$ cat src/rtl/uart_transmitter_serializer.sv
// uart_transmitter_serializer: one-bit-per-clk UART TX frame serializer (start, LSB-first data, optional parity, stop)
// Ports: clk_i, reset_i (sync, active-high), parallel_data_valid_i, parallel_data_i[DATA_WIDTH],
//        parity_enable_i, parity_type_i (0 even, 1 odd) -> serial_data_o (idle high), busy_o
module uart_transmitter_serializer #(
  parameter int DATA_WIDTH = 8
) (
  input  logic                  clk_i,
  input  logic                  reset_i,
  input  logic                  parallel_data_valid_i,
  input  logic [DATA_WIDTH-1:0] parallel_data_i,
  input  logic                  parity_enable_i,
  input  logic                  parity_type_i,
  output logic                  serial_data_o,
  output logic                  busy_o
);
  localparam int CW = DATA_WIDTH > 1 ? $clog2(DATA_WIDTH) : 1;
  typedef enum logic [2:0] {IDLE, START, DATA, PARITY, STOP} state_t;
  state_t                state_q, state_d;
  logic [DATA_WIDTH-1:0] shift_q, shift_d;
  logic [CW-1:0]         cnt_q, cnt_d;
  logic                  par_en_q, par_en_d, par_bit_q, par_bit_d;
  logic                  serial_q, serial_d, busy_q, busy_d;
  always_comb begin
    state_d   = state_q;
    shift_d   = shift_q;
    cnt_d     = cnt_q;
    par_en_d  = par_en_q;
    par_bit_d = par_bit_q;
    case (state_q)
      IDLE: if (parallel_data_valid_i) begin
        state_d   = START;
        shift_d   = parallel_data_i;
        par_en_d  = parity_enable_i;
        par_bit_d = (^parallel_data_i) ^ parity_type_i;
      end
      START:   begin state_d = DATA; cnt_d = '0; end
      DATA:    if (cnt_q == CW'(DATA_WIDTH - 1)) state_d = par_en_q ? PARITY : STOP;
               else cnt_d = cnt_q + CW'(1);
      PARITY:  state_d = STOP;
      STOP:    state_d = IDLE;
      default: state_d = IDLE;
    endcase
    // Outputs are registered, so the line value is chosen from the state being entered;
    // shift_q[0] already holds the next data bit, then the register advances.
    if (state_d == DATA) shift_d = shift_q >> 1;
    serial_d = state_d == START ? 1'b0 : state_d == DATA ? shift_q[0] : state_d == PARITY ? par_bit_q : 1'b1;
    busy_d   = state_d != IDLE;
  end
  always_ff @(posedge clk_i) begin
    if (reset_i) begin
      state_q   <= IDLE;
      shift_q   <= '0;
      cnt_q     <= '0;
      par_en_q  <= 1'b0;
      par_bit_q <= 1'b0;
      serial_q  <= 1'b1;
      busy_q    <= 1'b0;
    end else begin
      state_q   <= state_d;
      shift_q   <= shift_d;
      cnt_q     <= cnt_d;
      par_en_q  <= par_en_d;
      par_bit_q <= par_bit_d;
      serial_q  <= serial_d;
      busy_q    <= busy_d;
    end
  end
  assign serial_data_o = serial_q;
  assign busy_o        = busy_q;
endmodule
$ cat config.mk
export PLATFORM = sky130hd
export DESIGN_NAME = uart_transmitter_serializer
export DESIGN_NICKNAME = d
export VERILOG_FILES = /design/src/rtl/uart_transmitter_serializer.sv
export SDC_FILE = /design/constraint.sdc
export NUM_CORES = 1
export LEC_CHECK = 0
export CAP_MARGIN = 40
export CORE_MARGIN = 2
export CORE_UTILIZATION = 55
export CTS_CLUSTER_DIAMETER = 30
export DETAILED_ROUTE_END_ITERATION = 10
export HOLD_SLACK_MARGIN = 0.08
export PLACE_DENSITY = 0.9
export SETUP_SLACK_MARGIN = 0.5
export SLEW_MARGIN = 20
export SYNTH_ARGS = -nofsm -noshare
export SYNTH_HDL_FRONTEND = slang
export SYNTH_SLANG_ARGS = --single-unit
export TNS_END_PERCENT = 30
$ cat constraint.sdc
create_clock -name clk_i -period 2.5 [get_ports clk_i]
set_input_delay 0.375 -clock clk_i [delete_from_list [all_inputs] [get_ports clk_i]]
set_output_delay 0.375 -clock clk_i [all_outputs]
set_load 0.01 [all_outputs]
# After elaboration in Yosys (flattened, before gate mapping)
# Cells that the tools add are included.
dict set report totals {
  register_bits 18
  ramBits 0
  inputBits 13
  mem_bits_ro 0
  n_memories 0
  latch_bits 0
}
dict set report classes {
  n_shift 0
  n_reduce_logical 10
  bitwise_logic 1
  eq_ne 8
  n_mux 12
  div 0
  mul 0
  n_addsub 1
  n_lt_le_gt_ge 0
}
# op n
set op_table {}
lappend op_table {{$mux W7} 3}
lappend op_table {{$eq A3 B2 Y1 const B} 4}
lappend op_table {{$mux W3} 4}
lappend op_table {{$pmux W3 S4} 1}
lappend op_table {{$reduce_xor A8 Y1} 1}
lappend op_table {{$eq A3 B1 Y1 const B} 2}
lappend op_table {{$pmux W3 S2} 1}
lappend op_table {{$reduce_and A2 Y1} 3}
lappend op_table {{$reduce_bool A2 Y1} 3}
lappend op_table {{$add A3 B1 Y3 const B} 1}
lappend op_table {{$eq A3 B3 Y1 const B} 1}
lappend op_table {{$logic_not A3 Y1} 1}
lappend op_table {{$mux W1} 3}
lappend op_table {{$reduce_bool A3 Y1} 1}
lappend op_table {{$ne A2 B2 Y1 const B} 1}
lappend op_table {{$reduce_or A2 Y1} 1}
lappend op_table {{$xor A1 B1 Y1} 1}

# Longest topological paths before layout
dict set report logic_depth {
  word_depth 7
  depth_mapped 6
  ltp_nobuf 6
}

# Worst setup path before layout
# OpenSTA, ideal clock, no wires.
dict set report synth_timing {
  kind {flip-flop to flip-flop}
  startpoint {reg cnt_q[0]}
  endpoint {reg shift_q[0]}
  path_slack_ps 940
  period_less_slack_ps 1560
  required_time_ps 2367
  stages_incl_launch_ff 7
  arrival_time_ps 1427
  path_cell_list {dfxtp_1 ha_1 ha_1 nor2b_1 o32a_1 o21ai_0 a21oi_1}
}
dict set report synth_via {
  elab_chain_len 6
}
# item line_no
set synth_rtl {}
lappend synth_rtl {{start, declared} 20} ;# logic [CW-1:0] cnt_q, cnt_d;
lappend synth_rtl {{start signal, assigned} 61} ;# cnt_q <= cnt_d;
lappend synth_rtl {{$eq A3 B3 Y1 (*)} 37} ;# DATA: if (cnt_q == CW'(DATA_WIDTH - 1)) state_d = par_en_q ? PARITY : STOP;
lappend synth_rtl {{$mux W3 (*)} 37}
lappend synth_rtl {{$pmux W3 S4 (*)} 29} ;# case (state_q)
lappend synth_rtl {{$eq A3 B2 Y1 (*)} 45} ;# if (state_d == DATA) shift_d = shift_q >> 1;
lappend synth_rtl {{$reduce_bool A2 Y1 (no source line)} -}
lappend synth_rtl {{$reduce_and A2 Y1 (no source line)} -}
lappend synth_rtl {{end signal, assigned} 60} ;# shift_q <= shift_d;
lappend synth_rtl {{end, declared} 19} ;# logic [DATA_WIDTH-1:0] shift_q, shift_d;
# Mark *: on every way between the ends. The rest lies on a longest branch, timed or not.
# A chain may end at the register's enable or synchronous reset.

# Final worst setup path
dict set report layout_timing {
  startpoint {reg cnt_q[0]}
  endpoint {reg shift_q[2]}
}
# Same word-level chain as after synthesis.

==> metrics.cfg <==
[die]
die_x_um = 45.4
rows = 14
die_height_um = 45.4
coreArea_mm2 = 0.00156
io_pins = 15
fp.dieArea_mm2 = 0.00207
start_util_pct = 60.6

[run_status]
status = finished clean

[route]
detail_route.iter0.violations = 25
detail-route-antenna-nets = 0
drt_pre_antenna_iters = 4
vias = 832
drc = 0
wl_um = 2060
vias_per_cell = 6.55
avgRoutedWirePerCell_um = 16.3

[logic_synthesis]
synth_fa_ha_area_share_pct = 3.97
yosys_warnings = 0
synthArstFlopShare_pct = 0
yosysMostFrequentCell = dfxtp_1
synthXorXnorAreaFrac_pct = 7.02
synthMuxAreaShare_pct = 3.31
yosysTopAreaCell = dfxtp_1
synth_cells = 98
synth_area_um2 = 945
synth_top_family_by_area = compound AO/OA/AOI/OAI gates
synth.top_cell.area_share_pct = 38.1
avgSynthCellArea_um2 = 9.64
synthTopCellsByCount = 18 x dfxtp_1, 9 x o21ai_0, 8 x nor2_1
synth_simple_gate_area_share_pct = 15.4
ys_types = 35
synth_flop_cell = dfxtp_1
ys_ff_latch = 18
synth_edf_count = 0
yosysSeqAreaShare_pct = 38.1
synth_fp_nets = 114
yosys-top-cells-area = dfxtp_1 38%, a32oi_1 6.5%, o21ai_0 4.8%
synth-compound-area-share_pct = 28.3

[placement]
routabilityCongestion = 0.796
port_buffers = 14
placed_cell_area_mm2 = 0.00108
dp_hpwl_um = 1450

[sta]
hold_viol = 0
fin_crit_sh_pct = 72.4
finClkSkew_ns = 0.00757
tightestPinTransition_ns = 0.532
fin_crit_ns = 1.81
max_freq_mhz = 552
final_max_slew_viol_count = 0
finalSetupViolCount = 0
slew_headroom_pct = 64.2
setup_tns_ns = 0
rsz0062_at_grt = false

[layout]
area_delta_synth_final_pct = 18.1
finalInstanceArea_mm2 = 0.00112
register_area_um2 = 360
drive_gt1_share_pct = 9.01
antenna_cells = 0
multi_input_area_um2 = 548
nets = 128
nFillCells = 123

[clock_tree]
h-tree-depth = 1
cts_setup_buffers = 0
cts_made_buffers = 3
root_buffer = clkbuf_4
cts-resized-gates = 0
clk_pin_slew_ns = 0.11
clock_latency_ns = 0.30
cts.path.max_buffers = 2
cts_sinks = 18
hold_buffers = 0
cts_tree = built

[critical_path]
critPathBufInv = 0
path_max_fanout = 8
worst_ep_required_time_ns = 2.72
path_class = flop to flop
worst_path_max_delay_cell = o31ai_4
start_kind = flop
critPathTopFamily = compound AO/OA/AOI/OAI gates
worstSetupStartpoint = cnt_q[0]$_SDFFE_PP0P_
reg2reg_depth = 6
crit_path_frequent_cell = ha_1
rrSetupSlack_ns = 0.69
cp-endpoint = shift_q[2]$_SDFFE_PP0P_
critical_path_depth = 6
path_cells = ha_1 -> ha_1 -> nor2b_1 -> o31ai_4 -> a32oi_1 -> a21oi_1
cp_slowest_stage_delay_ns = 0.39
reg2reg_from = cnt_q[0]$_SDFFE_PP0P_
endpoint_kind = flop
reg2reg_to = shift_q[2]$_SDFFE_PP0P_
crit_arrival_ns = 2.03

[power_and_ir_drop]
total_power_mw = 0.643
p_leak_nw = 0.412
peakVddDrop_uv = 340
p_per_area_mw_per_mm2 = 576

[global_routing]
grt_max_degree = 19
grt_pass1_wl_um = 3330
grt-ovfl-total = 0
grt_pass1_vias = 754
grt_usage_pct = 22.8
antenna_found_initial = 0

[hold_path]
min_path_type = flop to flop

[flow_run]
cap_violations = 0

cell type report:
cell class | instances | area share, %
Inverter | 1 | 0.336
Multi-Input combinational cell | 73 | 49.1
Sequential cell | 18 | 32.3
Tap cell | 16 | 1.79
Clock buffer | 4 | 3.25
Timing Repair Buffer | 15 | 13.2
worst min path at each step:
stage | from | endpoint | slack, ns | cells after the start
floorplan | shift_q[0]$_SDFFE_PP0P_ | shift_q[0]$_SDFFE_PP0P_ | 0.45 | 2
global placement | shift_q[0]$_SDFFE_PP0P_ | shift_q[0]$_SDFFE_PP0P_ | 0.46 | 2
detailed placement | shift_q[3]$_SDFFE_PP0P_ | shift_q[3]$_SDFFE_PP0P_ | 0.47 | 2
CTS | shift_q[3]$_SDFFE_PP0P_ | shift_q[3]$_SDFFE_PP0P_ | 0.48 | 2
global route | shift_q[5]$_SDFFE_PP0P_ | shift_q[5]$_SDFFE_PP0P_ | 0.51 | 2
finish | shift_q[4]$_SDFFE_PP0P_ | shift_q[4]$_SDFFE_PP0P_ | 0.49 | 2
routing by layer:
| layer | up-vias | GRT usage (%) | wire [um] |
|---|---|---|---|
| met2 | 35 | 35.2 | 1010 |
| met1 | 396 | 30.1 | 885 |
| met3 | 5 | 3.17 | 135 |
| met5 | - | 0 | 0 |
| met4 | 0 | 13.5 | 34 |
| li1 | 396 | - | - |
report_power, final:
| part | switching [mW] | leakage (nW) | internal, mW |
|---|---|---|---|
| clock network | 0.0918 | 0.0210 | 0.0889 |
| logic | 0.0640 | 0.244 | 0.0721 |
| registers | 0.0182 | 0.148 | 0.308 |
| total | 0.174 | 0.412 | 0.469 |
flip-flops by register name (all words and copies together), names as in the netlist:
signal         cells
cnt_q              3
serial_data_o      1
state_q            3
busy_o             1
par_bit_q          1
par_en_q           1
shift_q            8
tightest hold or removal path, delay by kind of cell, from the launching register on:
kind,cells,cell delay [ns]
DFF,1,0.32
AOI/OAI and AO/OA,2,0.12
layout by cell type, fill, tap and decap left out, types with 2 or more instances in the layout:
cell type        netlist  layout
nand2b_1               3       3
a31oi_1                2       2
o21ai_0                9       9
xnor2_1                3       3
dfxtp_1               18      18
a32oi_1                7       7
xor2_1                 2       2
nand2_1                2       2
nor2_1                 8       8
nor2b_1                4       4
a22o_1                 2       2
a21oi_1                7       7
a22oi_1                3       3
clkbuf_4               0       3
ha_1                   3       3
mux2i_1                2       2
clkdlybuf4s50_1        0      14
metrics by stage:
stage	hold slack (ns)	cells	worst slack, ns	util (%)
global placement	0.460	123	0.676	69.3
floorplan	0.446	98	0.940	-
CTS	0.484	127	0.708	71.6
finish	0.488	127	0.689	71.6
detailed placement	0.467	123	0.629	69.3
global route	0.514	127	0.572	71.6
cell families (layout without fill, tap and decap cells):
logic type | count (synthesis) | count (layout)
xor gates and xnor gates | 6 | 6
buffers and inverters | 7 | 20
DFF | 18 | 18
and+or+nand+nor | 24 | 24
muxes | 3 | 3
AOI/OAI and AO/OA | 37 | 37
adders and majority gates | 3 | 3
(Power assumes the default switching activity.)
==> patch 1: new RTL, same settings <==
Change the parameter `DATA_WIDTH` from 8 to 16.
--- a/src/rtl/uart_transmitter_serializer.sv
+++ b/src/rtl/uart_transmitter_serializer.sv
@@ -2,7 +2,7 @@
 // Ports: clk_i, reset_i (sync, active-high), parallel_data_valid_i, parallel_data_i[DATA_WIDTH],
 //        parity_enable_i, parity_type_i (0 even, 1 odd) -> serial_data_o (idle high), busy_o
 module uart_transmitter_serializer #(
-  parameter int DATA_WIDTH = 8
+  parameter int DATA_WIDTH = 16
 ) (
   input  logic                  clk_i,
   input  logic                  reset_i,
Ports: changed (resized parallel_data_i); port bits go from 15 to 23. No check against the original RTL was run, so the function may have changed too.
==> patch 1 against the unedited design <==
Utilization fell by 3.3 points. Area after synthesis rose by 54%. Largest power group unchanged. Worst setup slack improved by 0.040 ns. Sequential cell count rose by 9. Design area rose by 53%. Worst hold slack improved by 0.0043 ns. Power rose by 52%. Routed wire length rose by 28%. First-iteration DRC count fell by 60%.
==> patch 1: results (changes against the unedited design) <==
worst_setup_path:
  r2r_end: "shift_q[14]$_SDFFE_PP0P_"  # was shift_q[2]$_SDFFE_PP0P_
  rrSetupSlack_ns: 0.73  # was 0.69 ns
  cp_max_fo: 32  # was 8
  slowest_stage: "dfxtp_1"  # was o31ai_4
  rr_worst_depth: 7  # was 6
status:
  status: "completed"  # unchanged
yosys:
  synth_commonest_cells: "dfxtp_1 (27), nor2_1 (22), mux2i_1 (17), a211oi_2 (15), xnor2_1 (9)"  # was dfxtp_1 (18), o21ai_0 (9), nor2_1 (8), a21oi_1 (7), a32oi_1 (7)
  synth-compound-area-share: 0.1757  # was 0.2834
  ys_seq_area_frac: 0.3721  # was 0.3815
  synth_cell_types: 32  # was 35
  synth-xor-area-share: 0.1034  # was 0.07020
  syn-num-nets: 166  # was 114
  synth_area_leaders: "dfxtp_1 (37%), a211oi_2 (13%), mux2i_1 (12%)"  # was dfxtp_1 (38%), a32oi_1 (6.5%), o21ai_0 (4.8%)
  synth_mux_area_frac: 0.1171  # was 0.03311
power_and_ir_drop:
  ir_worst_vdd_uv: 375.9  # was 339.6 uV
  p_leak_nw: 0.6642  # was 0.4124 nW
timing:
  finClkSkew_ns: 0.003415  # was 0.007572 ns
  worstMarginPinSlew_ns: 0.4052  # was 0.5323 ns
  whs_ns: 0.4919  # was 0.4877 ns
global_routing:
  use_met2: 0.3435  # was 0.3521
  use_met3: 0.03279  # was 0.03175
  grt_usage: 0.1869  # was 0.2282
  grt_pass1_wl_mm: 4.719  # was 3.325 mm
  antenna_found_initial: 0  # unchanged
  met1_usage: 0.2070  # was 0.3010
placed_design:
  dp_hpwl_mm: 2.011  # was 1.450 mm
  gp_congestion: 0.7544  # was 0.7962
  dpl-instance-area_um2: 1677  # was 1080 um2
cts:
  clkTransAtPathRegs_ns: 0.14  # was 0.11 ns
route:
  routed_wl_mm: 2.650  # was 2.064 mm
  drt_iter0_markers: 10  # was 25
  wl_met3_um: 99  # was 135 um
  wl_met2_mm: 1.378  # was 1.008 mm
  met1_length_mm: 1.130  # was 885 um
  via_count: 1089  # was 832
final_layout:
  final_layout_size_suffix_gt1_frac: 0.1515  # was 0.09009
  fillers: 201  # was 123
  fin_nets: 188  # was 128
min_path:
  holdCritStartpoint: "cnt_q[1]$_SDFFE_PP0P_"  # was shift_q[4]$_SDFFE_PP0P_
-- patch 1: changes by cell type in the layout (fill, tap and decap cells not counted), sizes merged, moves of 5 or more --
cell / change
nor3: +5
clkdlybuf4s50: +8
a211oi: +14
mux2i: +15
a32oi: -7
xnor2: +6
nor2: +14
o21ai: -8
dfxtp: +9
-- patch 1: area by class of cell --
class                   count  area, um2  share of cell area
well taps                  30      37.54             0.02199
repair buffers             26      254.0              0.1488
clock buffers               4      26.28             0.01540
flip-flops and latches     27      540.5              0.3167
inverters                   1      3.754            0.002199
multi-input cells         107      844.6              0.4949
-- patch 1: stage by stage --
step	instances	worst slack [ns]
floorplan	144	1.023
global route	195	0.5911
finish	195	0.7290
detailed placement	191	0.5568
global placement	191	0.5676
CTS	195	0.6647
-- patch 1: power breakdown --
part           internal [mW]  total [mW]  switching [mW]
combinational          0.152       0.285           0.133
sequential             0.477       0.505          0.0284
clock                 0.0625       0.184           0.122
==> patch 2: new RTL, same settings <==
Made on the original files. The output `busy_o` loses its register stage (`busy_q` becomes a continuous assignment).
--- a/src/rtl/uart_transmitter_serializer.sv
+++ b/src/rtl/uart_transmitter_serializer.sv
@@ -54,7 +54,6 @@
       par_en_q  <= 1'b0;
       par_bit_q <= 1'b0;
       serial_q  <= 1'b1;
-      busy_q    <= 1'b0;
     end else begin
       state_q   <= state_d;
       shift_q   <= shift_d;
@@ -62,9 +61,10 @@
       par_en_q  <= par_en_d;
       par_bit_q <= par_bit_d;
       serial_q  <= serial_d;
-      busy_q    <= busy_d;
     end
   end
+
+  assign busy_q = busy_d;
   assign serial_data_o = serial_q;
   assign busy_o        = busy_q;
 endmodule
Behaviour: not the same (a bounded check fails within 4 cycles, from zero or initial values and one cycle with reset_i high).
==> patch 2 against the unedited design <==
Sequential cell count down 1. Final cell count grew 11%. Worst setup slack got worse by 0.12 ns. Design area rose by 7.7%. Via count shrank 2.2%. Sequential power down 6.1%. Sequential share of layout area shrank 3.6 points. Clock power shrank 15%. Routed wire length increased by 0.78%. Area after synthesis down 1.6%. Non-clock buffer count rose by 6. Power shrank 2.9%. Critical path type is now reg2out. Largest cell class unchanged. Largest power group unchanged. Highest routed layer unchanged.
==> patch 2: results (changes against the unedited design) <==
status:
  status: "completed"  # unchanged
route:
  routedWlPerCell_um: 14.75  # was 16.25 um
  viasPerCell: 5.773  # was 6.551
  firstDrtPassIters: 5  # was 4
  drt_iter0_markers: 17  # was 25
  wl_met2_mm: 1.024  # was 1.008 mm
  wl_met3_um: 102  # was 135 um
  met1_length_um: 928  # was 885 um
global_routing:
  grt_pass1_vias: 721  # was 754
  grt_usage: 0.2199  # was 0.2282
  use_met2: 0.3314  # was 0.3521
  grt_pass1_wl_mm: 3.167  # was 3.325 mm
  grt_max_degree: 18  # was 19
  use_met3: 0.03600  # was 0.03175
  met1_usage: 0.3050  # was 0.3010
final_layout:
  final_layout_size_suffix_gt1_frac: 0.2080  # was 0.09009
  fillers: 103  # was 123
  sh_seq_area: 0.2872  # was 0.3229
  multi_input_area_um2: 589.3  # was 548.0 um2
  num-multi-input-gates: 74  # was 73
  fin_cells: 141  # was 127
  clock_tree_area_fraction: 0.02185  # was 0.03251
  inverters: 9  # was 1
  n_all_buffers: 21  # was 15
  syn_to_final_growth_pct: 29.34  # was 18.15%
  final-nonclk-buf-share: 0.1561  # was 0.1323
placed_design:
  placed_cells: 130  # was 123
  dp_hpwl_mm: 1.327  # was 1.450 mm
  dpl-instance-area_um2: 1069  # was 1080 um2
  gp_congestion: 0.8182  # was 0.7962
  dp_worst_setup_slack_ns: 0.2557  # was 0.6294 ns
power_and_ir_drop:
  p_leak_nw: 0.4398  # was 0.4124 nW
  internal_power_uw: 440.2  # was 469.3 uW
  ir_worst_vdd_uv: 354.3  # was 339.6 uV
  switching_share: 0.2952  # was 0.2704
  p_seq_uw: 307  # was 327 uW
  comb_power_share: 0.262  # was 0.212
yosys:
  synth_cell_types: 34  # was 35
  synthAdderAreaFrac: 0.04038  # was 0.03974
  synth-xor-area-share: 0.08075  # was 0.07020
  synthCells: 104  # was 98
  ys_seq_area_frac: 0.3661  # was 0.3815
  syn_area_um2: 929.6  # was 944.7 um2
  synth_area_leaders: "dfxtp_1 (37%), o2bb2a_1 (6.5%), a21oi_1 (4.8%)"  # was dfxtp_1 (38%), a32oi_1 (6.5%), o21ai_0 (4.8%)
  synth-compound-area-share: 0.2423  # was 0.2834
  synth_commonest_cells: "dfxtp_1 (17), a21oi_1 (9), nor2_1 (9), nand3_1 (8), inv_1 (7)"  # was dfxtp_1 (18), o21ai_0 (9), nor2_1 (8), a21oi_1 (7), a32oi_1 (7)
  syn-num-nets: 120  # was 114
cts:
  cts.sinks: 17  # was 18
  cts-resized-gates: 7  # was 0
  h-tree-depth: 1  # unchanged
  cts_setup_buffers: 3  # was 0
timing:
  finClkSkew_ns: 0.005480  # was 0.007572 ns
  worstMarginPinSlew_ns: 0.6712  # was 0.5323 ns
worst_setup_path:
  cp_max_fo: 3  # was 8
  cp.arrival_ns: 1.56  # was 2.03 ns
  slowest_stage: "dfxtp_4"  # was o31ai_4
  cp_top_family: "flip-flops"  # was compound AO/OA/AOI/OAI gates
  slowest_delay_ns: 0.37  # was 0.39 ns
-- patch 2: worst register-to-register path, delay by kind of cell, from the launching register on --
kind                       cells  cell delay, ns
buffers and inverters          1            0.18
and+or+nand+nor                2            0.28
AOI/OAI and AO/OA              3            0.69
adders and majority gates      2            0.33
DFF                            1            0.37
-- patch 2: worst paths after layout --
| kind | startpoint | to | slack, ns | cells after the start |
|---|---|---|---|---|
| max | cnt_q[0]$_SDFFE_PP0P_ | busy_o | 0.57 | 7 |
| max reg2reg | cnt_q[0]$_SDFFE_PP0P_ | shift_q[4]$_SDFFE_PP0P_ | 0.57 | 8 |
| min reg2reg | shift_q[0]$_SDFFE_PP0P_ | shift_q[0]$_SDFFE_PP0P_ | 0.48 | 2 |
| min | shift_q[0]$_SDFFE_PP0P_ | shift_q[0]$_SDFFE_PP0P_ | 0.48 | 2 |
